$ cat config.mk
export PLATFORM = sky130hd
export DESIGN_NAME = param_shift_register
export DESIGN_NICKNAME = d
export VERILOG_FILES = /design/src/rtl/shift_reg_pkg.sv /design/src/rtl/param_shift_register_counter.sv /design/src/rtl/param_shift_register.sv
export SDC_FILE = /design/constraint.sdc
export NUM_CORES = 1
export LEC_CHECK = 0
export CAP_MARGIN = 20
export CORE_MARGIN = 3
export CORE_UTILIZATION = 25
export CTS_CLUSTER_DIAMETER = 100
export CTS_CLUSTER_SIZE = 16
export DETAILED_ROUTE_END_ITERATION = 6
export PLACE_DENSITY = 0.6
export SYNTH_ARGS = -nofsm -noshare
export SYNTH_HDL_FRONTEND = slang
export SYNTH_HIERARCHICAL = 1
export SYNTH_SLANG_ARGS = --single-unit
$ cat constraint.sdc
create_clock -name clk -period 1.35 [get_ports clk]
set_input_delay 0.2025 -clock clk [delete_from_list [all_inputs] [get_ports clk]]
set_output_delay 0.2025 -clock clk [all_outputs]
set_load 0.01 [all_outputs]
$ cat src/rtl/shift_reg_pkg.sv
// Shared types for the multiplier shift register slice.
// Build option: ARITH_SHIFT_EN adds sign-extending right shifts.
package shift_reg_pkg;

  localparam logic DIR_RIGHT = 1'b0;
  localparam logic DIR_LEFT  = 1'b1;

  typedef enum logic [1:0] {
    OP_HOLD,
    OP_LOAD,
    OP_SHIFT
  } shift_op_e;

endpackage

$ cat src/rtl/param_shift_register_counter.sv
// Saturating shift counter; Done marks LIMIT shifts since clear.
// Build option: none (ARITH_SHIFT_EN only affects the top).
module shift_counter #(
  parameter int LIMIT = 8,
  localparam int CNT_W = $clog2(LIMIT + 1)
) (
  input  logic             clk,
  input  logic             rst,
  input  logic             clr,
  input  logic             inc,
  output logic [CNT_W-1:0] Count,
  output logic             Done
);

  logic [CNT_W-1:0] cnt_nxt;

  assign cnt_nxt = Count + CNT_W'(1);

  always_ff @(posedge clk) begin
    if (rst || clr) begin
      Count <= '0;
      Done  <= 1'b0;
    end else if (inc && !Done) begin
      Count <= cnt_nxt;
      Done  <= (cnt_nxt == CNT_W'(LIMIT));
    end
  end

endmodule

$ cat src/rtl/param_shift_register.sv
// N-bit load/shift register with serial out and shift counter.
// Build option: ARITH_SHIFT_EN adds Arith (sign-extending right shift).
module param_shift_register
  import shift_reg_pkg::*;
#(
  parameter int WIDTH = 8,
  parameter int LIMIT = WIDTH,
  localparam int CNT_W = $clog2(LIMIT + 1)
) (
  input  logic             clk,
  input  logic             rst,
  input  logic             Load,
  input  logic             Shift,
  input  logic             Dir,
  input  logic             q,
`ifdef ARITH_SHIFT_EN
  input  logic             Arith,
`endif
  input  logic [WIDTH-1:0] D,
  output logic [WIDTH-1:0] Q,
  output logic             Data_Out,
  output logic [CNT_W-1:0] Count,
  output logic             Done
);

  shift_op_e op;
  logic      in_bit;

  always_comb begin
    op = OP_HOLD;
    if (Load) begin
      op = OP_LOAD;
    end else if (Shift && !Done) begin
      op = OP_SHIFT;
    end
  end

`ifdef ARITH_SHIFT_EN
  assign in_bit = (Arith && Dir == DIR_RIGHT) ? Q[WIDTH-1] : q;
`else
  assign in_bit = q;
`endif

  always_ff @(posedge clk) begin
    if (rst) begin
      Q        <= '0;
      Data_Out <= 1'b0;
    end else begin
      unique case (op)
        OP_LOAD: begin
          Q        <= D;
          Data_Out <= 1'b0;
        end
        OP_SHIFT: begin
          if (Dir == DIR_LEFT) begin
            Q        <= {Q[WIDTH-2:0], in_bit};
            Data_Out <= Q[WIDTH-1];
          end else begin
            Q        <= {in_bit, Q[WIDTH-1:1]};
            Data_Out <= Q[0];
          end
        end
        default: ;
      endcase
    end
  end

  shift_counter #(
    .LIMIT(LIMIT)
  ) u_cnt (
    .clk  (clk),
    .rst  (rst),
    .clr  (op == OP_LOAD),
    .inc  (op == OP_SHIFT),
    .Count(Count),
    .Done (Done)
  );

endmodule
==> results of run 1 <==
==> Yosys cell counts (all sizes together) <==
cell type | instances | area, sq um
and2b | 2 | 15.0
or2b | 3 | 22.5
a21boi | 1 | 7.51
buf | 4 | 30.0
a2111oi | 1 | 15.0
nand3b | 9 | 67.6
a211oi | 1 | 7.51
xor2 | 2 | 17.5
clkbuf | 2 | 7.51
ha | 1 | 12.5
o21ai | 2 | 10.0
nor2 | 1 | 3.75
o211ai | 8 | 60.1
nor3b | 1 | 18.8
nand2 | 10 | 37.5
inv | 1 | 3.75
nand2b | 6 | 37.5
a31oi | 8 | 50.1
nor3 | 3 | 15.0
xnor2 | 1 | 8.76
nand4 | 2 | 12.5
or3 | 1 | 6.26
dfxtp | 14 | 280
mux2i | 1 | 10.0
==> placed cells by master (no fill, tap or decap), types with 2 or more instances in the layout <==
cell,Yosys,routed
o21ai_0,2,2
clkbuf_4,0,3
xor2_1,2,2
nand3b_1,9,9
nand2_1,10,10
nand4_1,2,2
nor3_1,3,3
dfxtp_1,14,11
o211ai_1,8,8
nand2b_1,6,6
and2b_1,2,2
clkdlybuf4s50_1,0,13
buf_4,2,10
dlygate4sd2_1,0,14
or2b_1,3,3
dfxtp_2,0,2
a31oi_1,8,8
==> cell families after synthesis <==
logic type / synth area share (%)
and+or+nand+nor: 31.2
adders and majority gates: 1.65
AOI/OAI and AO/OA: 19.8
muxes: 1.32
DFF: 37.0
xor gates and xnor gates: 3.47
buffers and inverters: 5.45
==> state kept, by name, summed over array words and instances (netlist names) <==
name	cells
u_cnt/Count	4
u_cnt/Done	1
Data_Out	1
Q	8
==> how the worst max path moves through the flow <==
stage | startpoint | endpoint | slack [ns] | cells after the start
2_1_floorplan | u_cnt/Done | u_cnt/Count[3] | 0.02 | 4
3_3_place_gp | Load | u_cnt/Count[3] | -0.18 | 5
3_5_place_dp | Load | u_cnt/Count[3] | -0.24 | 5
4_1_cts | Load | u_cnt/Count[3] | 0.08 | 5
5_1_grt | Shift | u_cnt/Count[3] | -0.004 | 5
6_report | Shift | u_cnt/Count[3] | 0.05 | 5
==> where the power goes <==
group          total (mW)  switching, mW  internal [mW]
Clock               0.243          0.140          0.104
Sequential          0.447         0.0180          0.429
Combinational       0.186         0.0784          0.108
==> timing repair <==
action                                  CTS  global route
hold buffers                              0             0
endpoints found under the hold margin     0             0
endpoints found under the setup margin   14             2
cloned                                    0             0
buffers inserted                          0             1
pin swaps                                 0             1
resized for setup                        17             0
==> cell type report <==
type	count	share of cell area, %
timing repair buffer	38	30.7
clock buffer	3	1.98
tap	31	3.42
inverter	1	0.331
sequential	14	25.2
multi-input combinational	64	38.4
==> routing by layer <==
metal | routed length [um] | global-route usage [%] | up-vias
met1 | 957 | 15.3 | 349
met2 | 871 | 20.1 | 26
li1 | - | - | 385
met3 | 132 | 2.94 | 2
met4 | 25 | 5.57 | 0
met5 | 0 | 0 | -
==> through the flow <==
stage	worst slack (ns)	area, sq um	total power, mW
after floorplan	0.0219	758	0.545
after global placement	-0.183	1120	0.655
after detailed placement	-0.244	1120	0.656
after CTS	0.0782	1130	0.890
after global routing	-0.00369	1130	0.926
final	0.0539	1130	0.877
==> worst max-delay path: cells and delay by family <==
| family | cells | cell delay, ns |
|---|---|---|
| AOI/OAI and AO/OA | 1 | 0.14 |
| buffers and inverters | 1 | 0.48 |
| and+or+nand+nor | 3 | 0.69 |
==> impl_metrics.json, run 1 <==
{
  "status": "finished, final reports clean",
  "synth_nets": 100,
  "finalNetCount": 137,
  "tns_ns": 0,
  "worstPathArrival_ns": 1.51,
  "area_delta_synth_final_pct": 49.9,
  "antenna_found_initial": 0,
  "diodes": 0,
  "via_per_inst": 5.05,
  "gp_congestion": 0.825,
  "drtIter0Drc": 30,
  "grt_pass1_wl_um": 3420,
  "clock_latency_ns": 0.28,
  "syn_inst": 85,
  "clk_pin_slew_worst_paths_ns": 0.09,
  "io_buffers": 27,
  "fin_cells": 151,
  "multiInputGateArea_sq_um": 435,
  "coreArea_sq_um": 2830,
  "crit_path_start_kind": "input port",
  "clk_path_buf_depth": 2,
  "cts_max_level": 1,
  "hold_viol": 0,
  "ff2ff_setup_slack_ns": 0.07,
  "vias": 762,
  "cp_data_required_time_ns": 1.57,
  "grt_overflow": 0,
  "hold_path.startpoint": "Data_Out",
  "setup_viol": 0,
  "period_needed_ns": 1.30,
  "cp_cell_sequence": "clkdlybuf4s50_1 > nor3b_4 > nand4_1 > or3_1 > a21boi_1",
  "slowest_stage": "clkdlybuf4s50_1",
  "holdPathStages": 2,
  "regToRegStartpoint": "u_cnt/Done",
  "vdd_ir_drop_max_mv": 0.292,
  "critical_path_class": "in -> reg",
  "area.sequential_sq_um": 287,
  "cts_buffers": 3,
  "post-route-util_pct": 40.1,
  "fin_crit_sh_pct": 96.0,
  "start_util_pct": 26.8,
  "drc_errors": 0,
  "grt_max_degree": 22,
  "yosys.cell_types.count": 26,
  "synth_area_sq_um": 757,
  "grt_usage_pct": 12.3,
  "wl_um": 1990,
  "leakage_nw": 0.469,
  "max_stage_delay_ns": 0.48,
  "holdWs_ns": 0.478,
  "dpl.cell_count": 147,
  "grt_pass1_vias": 781,
  "rr_worst_depth": 4,
  "drive_above_1_share_pct": 15.8,
  "cp-end-kind": "register",
  "worstMarginPinSlew_ns": 0.246,
  "postSynthAreaPerCell_sq_um": 8.91,
  "antenna_left": 0,
  "ys_ff_latch": 14,
  "power_density_nw_per_um2": 773,
  "fp.dieW_um": 61.0,
  "crit_fanout": 4,
  "cts.sinks": 14,
  "seq_area_frac_synth_pct": 37.0,
  "max_freq_ghz": 0.772,
  "dp_hpwl_um": 1430,
  "skew_ns": 0.00306,
  "wl_per_cell_um": 13.1,
  "rows": 19,
  "ys_warn_count": 6,
  "cap_violations": 0,
  "slew_viol_final": 0,
  "floorplan.die.height_um": 61.0,
  "r2r_end": "u_cnt/Count[3]",
  "ios": 28,
  "cts_tree": "yes",
  "cts_root_buffer": "clkbuf_4",
  "worst_slew_margin_rel_pct": 83.5,
  "min_to": "Data_Out",
  "fill_cells": 288,
  "die_area_sq_um": 3720,
  "hold_class": "reg -> reg",
  "drt-pass1-iter-count": 4
}
(Power assumes the default switching activity.)
==> run 2: changes to the inputs <==
--- a/config.mk
+++ b/config.mk
@@ -7,11 +7,12 @@
 export LEC_CHECK = 0
 export CAP_MARGIN = 20
 export CORE_MARGIN = 3
-export CORE_UTILIZATION = 25
+export CORE_UTILIZATION = 35
 export CTS_CLUSTER_DIAMETER = 100
 export CTS_CLUSTER_SIZE = 16
 export DETAILED_ROUTE_END_ITERATION = 6
-export PLACE_DENSITY = 0.6
+export GPL_TIMING_DRIVEN = 0
+export PLACE_DENSITY = 0.76
 export SYNTH_ARGS = -nofsm -noshare
 export SYNTH_HDL_FRONTEND = slang
 export SYNTH_HIERARCHICAL = 1
==> run 2 against run 1 <==
Maximum frequency fell by 2.5%; utilization is 14 points higher; first-iteration DRC count is 40% lower; non-clock buffer count fell by 3; power decreased by 2.8%; final area fell by 3.7%; routed wire length fell by 4.5%; sequential cell count unchanged; sequential share of layout area is 1.2 points higher; combinational power fell by 9%; sequential power hardly changed; hold slack got worse by 0.22 ns; critical endpoint unchanged; largest cell class unchanged.
==> impl_metrics.json, run 2 (synthesis results as in run 1) <==
{
  "max_stage_delay_ns": 0.38,
  "antenna_left": 0,
  "skew_ns": 0.000831,
  "cts.sinks": 14,
  "rsz0062_at_grt": "yes",
  "grt_overflow": 0,
  "clk_path_buf_depth": 2,
  "power_mw": 0.853,
  "final_common_cell": "dlygate4sd2_1",
  "setup_viol": 0,
  "crit_fanout": 6,
  "coreArea_sq_um": 2000,
  "start_util_pct": 37.8,
  "drc_errors": 0,
  "cp-end-kind": "register",
  "tns_ns": 0,
  "largest_reg_flops": 8,
  "status": "finished, final reports clean",
  "regMostFlops": "Q",
  "slew_viol_final": 0,
  "diodes": 0,
  "gp_congestion": 0.716,
  "gr-usage-met1_pct": 17.6,
  "area_delta_synth_final_pct": 44.3,
  "holdWs_ns": 0.260,
  "grt_pass1_vias": 723,
  "cts_max_level": 1,
  "rr_worst_depth": 4,
  "period_needed_ns": 1.33,
  "fill_cells": 199,
  "worst_slew_margin_rel_pct": 68.6,
  "hold_viol": 0,
  "leakage_nw": 0.461,
  "grt_usage_pct": 14.8,
  "worstMarginPinSlew_ns": 0.471,
  "max_freq_ghz": 0.752,
  "cts_root_buffer": "clkbuf_4",
  "slowest_stage": "or3_1",
  "grt_use_met2_pct": 25.8,
  "ff2ff_setup_slack_ns": 0.02,
  "vias": 747,
  "fp.dieW_um": 52.5,
  "io_buffers": 26,
  "cp_data_required_time_ns": 1.56,
  "post-route-util_pct": 54.6,
  "power_density_nw_per_um2": 780,
  "clock_latency_ns": 0.28,
  "drt-pass1-iter-count": 3,
  "cp_cell_sequence": "nor3b_4 > nand4_1 > or3_1 > a21boi_1",
  "grt_max_degree": 11,
  "cts_buffers": 3,
  "grt-busiest-layer": "met2",
  "critical_path_class": "reg -> reg",
  "top_regs": "Q (8), u_cnt/Count (4)",
  "via_per_inst": 5.19,
  "r2r_end": "u_cnt/Count[3]",
  "finalNetCount": 134,
  "layout_common_cells": "dlygate4sd2_1 (14), nand2_1 (10), clkdlybuf4s50_1 (10)",
  "grt_pass1_wl_um": 3110,
  "floorplan.die.height_um": 52.5,
  "ios": 28,
  "startpoint": "u_cnt/Done",
  "critical_path.endpoint": "u_cnt/Count[3]",
  "worstPathArrival_ns": 1.54,
  "cap_violations": 0,
  "drtIter0Drc": 18,
  "ctsHoldBuffers": 0,
  "hold_class": "in -> reg",
  "clk_pin_slew_worst_paths_ns": 0.08,
  "antenna_found_initial": 0,
  "vdd_ir_drop_max_mv": 0.431,
  "met3_usage_pct": 3.42,
  "drive_above_1_share_pct": 13.7,
  "cts_tree": "yes",
  "die_area_sq_um": 2760,
  "wl_per_cell_um": 13.2,
  "rows": 16,
  "regToRegStartpoint": "u_cnt/Done",
  "fin_crit_sh_pct": 98.5,
  "crit_path_start_kind": "register",
  "wl_um": 1900,
  "dp_hpwl_um": 1350
}
==> run 2: changes by cell type in the layout (fill, tap and decap cells not counted) <==
cell / delta
buf_1: +1
buf_12: -1
buf_4: -5
buf_6: +1
clkbuf_1: +2
clkdlybuf4s50_1: -3
dfxtp_1: -2
dfxtp_2: +2
dlymetal6s2s_1: +2
==> run 2: area by class of cell <==
class | count | area [sq um] | area share [%]
multi-input cells | 64 | 435 | 39.9
flip-flops and latches | 14 | 289 | 26.5
repair buffers | 29 | 270 | 24.7
plain buffers | 6 | 37.5 | 3.44
well taps | 27 | 33.8 | 3.09
clock buffers | 3 | 22.5 | 2.06
inverters | 1 | 3.75 | 0.344
==> run 2: how the worst min path moves through the flow <==
| stage | slack (ns) | endpoint | cells past startpoint | start |
|---|---|---|---|---|
| floorplan | 0.28 | u_cnt/Count[0] | 1 | rst |
| global placement | 0.46 | Data_Out | 2 | Data_Out |
| detailed placement | 0.48 | Data_Out | 2 | Data_Out |
| CTS | 0.26 | Q[1] | 3 | Load |
| global route | 0.28 | Q[1] | 3 | Load |
| finish | 0.26 | Q[1] | 3 | Load |
==> run 2: power breakdown <==
group	leakage, nW	switching, mW	internal (mW)	total, mW
clock	0.0138	0.131	0.103	0.234
combinational	0.330	0.0757	0.0947	0.170
sequential	0.117	0.0183	0.430	0.448
total	0.461	0.225	0.628	0.853
==> run 2: stage by stage <==
step                      cell area, sq um  cells  worst slack [ns]
after floorplan                        758     85            0.0219
after global placement                1050    138            -0.471
after detailed placement              1050    138            -0.484
after CTS                             1070    142            0.0364
after global routing                  1090    144           -0.0436
final                                 1090    144            0.0204
==> run 2: layer usage <==
layer	share of wire (%)	wire, um
met1	44	837
met2	49	931
met3	6.0	113
met4	0.63	12
met5	0	0
==> run 2: repair_timing <==
| action | 4_1_cts | 5_1_grt |
|---|---|---|
| gates resized for setup | 19 | 2 |
| buffers inserted | 1 | 2 |
| setup endpoints to repair | 18 | 2 |
| pin swaps | 0 | 4 |
| cloned | 0 | 0 |
==> run 2: worst max-delay path: cells and delay by family (launching register included) <==
| kind | cells | cell delay (ns) |
|---|---|---|
| DFF | 1 | 0.37 |
| AOI/OAI and AO/OA | 1 | 0.11 |
| and+or+nand+nor | 3 | 0.78 |
